<file path="config.mk">
export PLATFORM = sky130hd
export DESIGN_NAME = param_register_file
export DESIGN_NICKNAME = d
export VERILOG_FILES = /design/src/rtl/param_register_file.sv
export SDC_FILE = /design/constraint.sdc
export NUM_CORES = 1
export LEC_CHECK = 0
export CAP_MARGIN = 40
export CORE_UTILIZATION = 42
export DETAILED_ROUTE_END_ITERATION = 7
export GPL_ROUTABILITY_DRIVEN = 0
export REMOVE_ABC_BUFFERS = 1
export SYNTH_ARGS = -nofsm -noshare
export SYNTH_HDL_FRONTEND = slang
export SYNTH_SLANG_ARGS = --single-unit
</file>
<file path="constraint.sdc">
create_clock -name clk -period 4.1 [get_ports clk]
set_input_delay 1.23 -clock clk [delete_from_list [all_inputs] [get_ports clk]]
set_output_delay 1.23 -clock clk [all_outputs]
set_load 0.02 [all_outputs]
</file>
<file path="src/rtl/param_register_file.sv">
// Parametrised register file: two combinational read ports, one synchronous write port,
// same-cycle write bypass, optional hardwired-zero R0, single clear and a clear-all sweep.
module param_register_file #(
  parameter int unsigned DATA_W   = 8,
  parameter int unsigned ADDR_W   = 3,
  parameter int unsigned DEPTH    = 1 << ADDR_W,
  parameter bit          ZERO_REG = 1'b0,
  parameter bit          BYPASS   = 1'b1
) (
  input  logic              clk,
  input  logic              reset_n,
  input  logic              we,
  input  logic [ADDR_W-1:0] waddr,
  input  logic [DATA_W-1:0] wdata,
  input  logic              clr_one,
  input  logic              clr_all_req,
  output logic              busy,
  input  logic [ADDR_W-1:0] raddr_a,
  input  logic [ADDR_W-1:0] raddr_b,
  output logic [DATA_W-1:0] rdata_a,
  output logic [DATA_W-1:0] rdata_b
);

  localparam logic [ADDR_W-1:0] LastIdx = ADDR_W'(DEPTH - 1);
  localparam logic [ADDR_W:0]   DepthW  = (ADDR_W + 1)'(DEPTH);

  typedef enum logic [0:0] {StIdle, StSweep} state_e;

  state_e            state_q;
  logic [ADDR_W-1:0] idx_q;
  logic              busy_q;

  logic [DATA_W-1:0] regs_q [DEPTH];
  logic [DATA_W-1:0] regs_d [DEPTH];

  logic [ADDR_W-1:0] raddr [2];
  logic [DATA_W-1:0] rdata [2];
  logic              waddr_ok;
  logic              bypass_en;

  assign waddr_ok = ({1'b0, waddr} < DepthW);

  // Addresses at or above DEPTH simply never match a register index.
  always_comb begin
    for (int unsigned i = 0; i < DEPTH; i++) begin
      regs_d[i] = regs_q[i];
      if (state_q == StSweep) begin
        if (idx_q == i[ADDR_W-1:0]) begin
          regs_d[i] = '0;
        end
      end else if ((waddr == i[ADDR_W-1:0]) && !(ZERO_REG && (i == 0))) begin
        if (clr_one) begin
          regs_d[i] = '0;
        end else if (we) begin
          regs_d[i] = wdata;
        end
      end
    end
  end

  always_ff @(posedge clk or negedge reset_n) begin
    if (!reset_n) begin
      for (int unsigned i = 0; i < DEPTH; i++) begin
        regs_q[i] <= '0;
      end
    end else begin
      for (int unsigned i = 0; i < DEPTH; i++) begin
        regs_q[i] <= regs_d[i];
      end
    end
  end

  always_ff @(posedge clk or negedge reset_n) begin
    if (!reset_n) begin
      state_q <= StIdle;
      idx_q   <= '0;
      busy_q  <= 1'b0;
    end else begin
      unique case (state_q)
        StIdle: begin
          if (clr_all_req) begin
            state_q <= StSweep;
            idx_q   <= '0;
            busy_q  <= 1'b1;
          end
        end
        StSweep: begin
          if (idx_q == LastIdx) begin
            state_q <= StIdle;
            idx_q   <= '0;
            busy_q  <= 1'b0;
          end else begin
            idx_q <= idx_q + ADDR_W'(1);
          end
        end
        default: begin
          state_q <= StIdle;
          idx_q   <= '0;
          busy_q  <= 1'b0;
        end
      endcase
    end
  end

  assign busy = busy_q;

  // reset_n gates the bypass so reads stay zero while reset is held.
  assign bypass_en = BYPASS && reset_n && !busy_q && we && !clr_one && waddr_ok;

  assign raddr[0] = raddr_a;
  assign raddr[1] = raddr_b;

  always_comb begin
    for (int p = 0; p < 2; p++) begin
      rdata[p] = '0;
      for (int unsigned i = 0; i < DEPTH; i++) begin
        if (raddr[p] == i[ADDR_W-1:0]) begin
          rdata[p] = regs_q[i];
        end
      end
      if (ZERO_REG && (raddr[p] == '0)) begin
        rdata[p] = '0;
      end else if (bypass_en && (waddr == raddr[p])) begin
        rdata[p] = wdata;
      end
    end
  end

  assign rdata_a = rdata[0];
  assign rdata_b = rdata[1];

endmodule
</file>
Word-level counts from Yosys, hierarchy flattened
Cells that the tools add are included.

storage, ports and cells
  bits in registers = 69
  input port bits = 22

operators by class
  reductions and logical operators = 29
  mux-type cells = 53
  equality and inequality tests = 39
  bitwise gates (word level) = 1
  add/subtract/negate cells = 1

operators by type and width
  kind                 count
  $mux 8               44
  $eq 3x3->1 const B   16
  $eq 3x2->1 const B   8
  $reduce_and 3->1     8
  $ne 2x1->1 const B   8
  $reduce_bool 2->1    8
  $eq 3x1->1 const B   4
  $logic_not 3->1      4
  $eq 3x3->1           2
  $mux 3               2
  $pmux 3 s2           1
  $logic_and 1x1->1    5
  $mux 1               4
  $pmux 1 s2           2
  $add 3x1->3 const B  1
  $reduce_bool 3->1    1
  $logic_not 1->1      2
  $ne 2x2->1 const B   1
  $reduce_and 2->1     1
  $not 1->1            1

Longest topological paths before layout
  word-level depth = 10
  gate-level depth with buffers = 7
  gate-level depth less buffers = 5

Worst setup path after synthesis
No wires, ideal clock.

  path type = in2out
  from = input raddr_b[2]
  to = output rdata_b[6]
  arrival = 2.621 ns
  required time = 2.870 ns
  cell stages on the path = 6
  slack = 0.249 ns
  path through = buf_2 or2_1 clkbuf_1 o221ai_1 a221oi_1 o31ai_1

on the way
  cells in the longest elaborated chain, start to end = 10

RTL lines
  item                 RTL line  RTL
  start, declared      19        input logic [ADDR_W-1:0] raddr_b,
  $logic_not 3->1      117       if (raddr[p] == i[ADDR_W-1:0]) begin
  $mux 8 (8 in a row)  117
  $mux 8 (*)           123       end else if (bypass_en && (waddr == raddr[p])) begin
  end, declared        21        output logic [DATA_W-1:0] rdata_b

Every way passes the cells marked *; elsewhere a longest branch is shown, timed or not.

Worst setup path in the final report
  from = input raddr_b[0]
  to = output rdata_b[7]

Same word-level chain as after synthesis.

==> run_results.csv <==
group,metric,value,unit
sta,worst_slew_pin_slew,0.818,ns
worst_setup_path,critPathMaxStageDelay,0.35,ns
synth,synthArstFlopShare,1.00,
floorplanning,io_pins,39,
sta,fin_skew,0.00871,ns
worst_setup_path,crit_chain,"dlygate4sd2_1, buf_4, xor2_1, nor4_4, buf_6, nand2_1, o31ai_4, buf_6",
synth,post-synth-top-count-cell,"dfrtp_1",
synth,synth_edf_count,0,
finish,drive_above_1_share,0.383,
cts,cts.clk_slew.worst_paths,0.07,ns
cts,clock_path_buffers,2,
worst_setup_path,crit_top_cell,"buf_6",
grt,grt_most_used_layer,"met2",
worst_setup_path,crit_type,"primary input to output port",
worst_setup_path,crit_slowest_cell,"nor4_4",
sta,finalCriticalPeriod,4.04,ns
outcome,status,"completed",
synth,synth_ff_type,"dfrtp_1",
detailed_routing,wire_per_inst,21.5,um
sta,max_freq,247,MHz
detailed_routing,drtIter0Drc,330,
synth,synth_top_area_cell,"dfrtp_1",
sta,finalCritPeriodShare,0.985,
worst_setup_path,critical_path_peak_fanout,6,
grt,grt_max_degree,51,
floorplanning,initial_core_util,0.435,
finish,syn_to_final_growth,28.3,%
grt,grt_use_met1,0.368,
sta,drv_slew,0,
power_and_ir_drop,power_density,542,nW/um^2
cts,root_buffer,"clkbuf_8",
sta,setup_viol,0,
placement,place_hpwl,9620,um
flow_run,drv_cap,0,
synth,synth_cell_type_count,45,
worst_setup_path,critPathBufInv,4,
grt,antenna_found_initial,0,
detailed_routing,antenna_left,0,
sta,final_hold_viol_count,0,
cts,htree_levels,3,
cts,cts_buffers,9,
placement,dp_slack,-0.731,ns
cts,cts_tree,"built",
placement,port_buffers,38,
synth,yosys-top-cells-count,"dfrtp_1 (69), mux2_2 (64), nand2_1 (37)",
power_and_ir_drop,power,0.00314,W
min_path,hp-class,"flop to flop",
detailed_routing,wl,14400,um
finish,antennaDiodeCount,0,
worst_setup_path,crit_required,2.87,ns
finish,num-nets-final,555,
grt,use_met2,0.415,
synth,syn_area,4510,sq um
grt,grt_pass1_vias,3940,
floorplanning,core_area,10400,sq um
floorplanning,die_y,106,um
synth,yosys_register_bits,69,
detailed_routing,via_per_inst,6.03,
detailed_routing,num_vias,4026,
grt,gr-total-overflow,0,
worst_setup_path,cp.arrival,2.81,ns
floorplanning,dieArea,11200,sq um
power_and_ir_drop,p_leak,2.59,nW
power_and_ir_drop,peakVddDrop,0.405,mV
floorplanning,row_count,37,
synth,ys.warnings.count,0,
cts,clk_latency,0.36,ns
sta,relSlewSlack,0.455,
detailed_routing,drc,0,
grt,track_usage,0.267,
cts,clock-sinks,69,
grt,met3_usage,0.0569,
floorplanning,die_w,106,um
synth,synth.area.top_cells,"dfrtp_1 (38%), mux2_2 (16%), nand2_1 (3.1%), mux2i_1 (2.9%), o221ai_1 (2.7%)",
worst_setup_path,worst_path_dominant_cell_family,"buffers and inverters",
sta,setup_ws,0.0595,ns
worst_setup_path,cp-end-kind,"output port",
synth,ys_seq_area_frac,0.383,
synth,avgSynthCellArea,10.1,sq um
grt,grt_pass1_wl,22200,um
detailed_routing,first_pass_iters,7,
worst_setup_path,start_kind,"primary input",
synth,yosys.area.top_type_share,0.383,
synth,syn-instance-count,448,
## logic make-up after synthesis
logic type,count (synthesis),synth area share
AO/OA/AOI/OAI,121,0.210
XOR/XNOR,6,0.0116
adder cells (fa/ha/maj),6,0.0166
buffers and inverters,59,0.0596
flip-flops,69,0.383
multiplexers,77,0.189
AND/OR/NAND/NOR,110,0.131
## worst min-delay path, cell delays in order (launching register included)
cell     delay [ns]
dfrtp_1        0.37
nand2_1        0.05
o21ai_0        0.05
## worst paths after layout
check | slack, ns | endpoint | depth (start not counted) | from
worst min-delay path | 0.51 | busy$_DFFE_PN0P_ | 2 | busy$_DFFE_PN0P_
max in group asynchronous | 2.64 | regs_q[8]$_DFFE_PN0P_ | 3 | reset_n
min in group asynchronous | 0.91 | regs_q[61]$_DFFE_PN0P_ | 2 | reset_n
worst max-delay path | 0.06 | rdata_b[7] | 8 | raddr_b[0]
worst min register to register | 0.51 | busy$_DFFE_PN0P_ | 2 | busy$_DFFE_PN0P_
worst max register to register | 1.83 | regs_q[47]$_DFFE_PN0P_ | 4 | state_q$_DFF_PN0_
## placed cells by master (no fill, tap or decap), types with 3 or more instances in the layout
master | synthesis | layout
dfrtp_1 | 69 | 69
mux2_2 | 64 | 64
buf_4 | 5 | 55
nand2_1 | 37 | 37
nor2_1 | 22 | 22
inv_1 | 21 | 21
o211ai_1 | 16 | 16
buf_6 | 1 | 14
o221ai_1 | 14 | 13
mux2i_1 | 13 | 13
nor2b_1 | 14 | 13
a21boi_0 | 14 | 12
o31ai_1 | 16 | 10
clkbuf_8 | 0 | 10
buf_2 | 17 | 10
clkdlybuf4s50_1 | 0 | 10
and2_1 | 9 | 9
a21oi_1 | 8 | 8
a221oi_2 | 0 | 7
o32ai_1 | 8 | 6
a22o_1 | 6 | 6
nor2_2 | 6 | 6
ha_1 | 6 | 6
dlygate4sd2_1 | 0 | 6
nand2b_1 | 5 | 5
xor2_1 | 6 | 5
nand3_1 | 5 | 5
o31ai_2 | 0 | 5
o21bai_1 | 5 | 5
a222oi_1 | 5 | 5
clkbuf_2 | 0 | 5
a211oi_1 | 5 | 4
a22oi_1 | 4 | 4
o21ai_0 | 3 | 3
a32oi_1 | 3 | 3
## final cells by class
type	count	area, sq um
sequential	69	1730
inverter	21	78.8
timing repair buffer	106	921
fill	932	4580
clock buffer	10	138
tap	136	170
clock inverter	6	86.3
multi-input combinational	320	2670
## stage by stage
| stage | area (sq um) | TNS [ns] | utilization | std cells | hold WS, ns |
|---|---|---|---|---|---|
| after floorplan | 4320 | 0 | - | 410 | 0.481 |
| after global placement | 5310 | -10.17 | 0.512 | 640 | 0.484 |
| after detailed placement | 5340 | -10.38 | 0.515 | 641 | 0.499 |
| after CTS | 5680 | 0 | 0.548 | 664 | 0.517 |
| after global routing | 5790 | -0.0277 | 0.558 | 668 | 0.553 |
| final | 5790 | 0 | 0.558 | 668 | 0.511 |
## report_power, final
group / internal [W] / switching [W]
Combinational: 0.000614 / 0.000664
Sequential: 0.000940 / 0.000286
Clock: 0.000358 / 0.000275
## registers in the layout, summed over array words and instances, names as in the netlist
signal	count
idx_q	3
regs_q	64
state_q	1
busy	1
## timing repair
| item | 4_1_cts | 5_1_grt |
|---|---|---|
| resized for setup | 125 | 27 |
| setup endpoints to repair | 16 | 15 |
| buffers inserted | 5 | 3 |
| hold buffers | 0 | 0 |
| gates cloned | 2 | 1 |
| pin swaps | 11 | 8 |
## metal layers
layer | vias up | share of wire
met1 | 2010 | 0.43
li1 | 1822 | -
met4 | 0 | 0.027
met5 | - | 0
met3 | 32 | 0.069
met2 | 162 | 0.47
(Power assumes the default switching activity.)
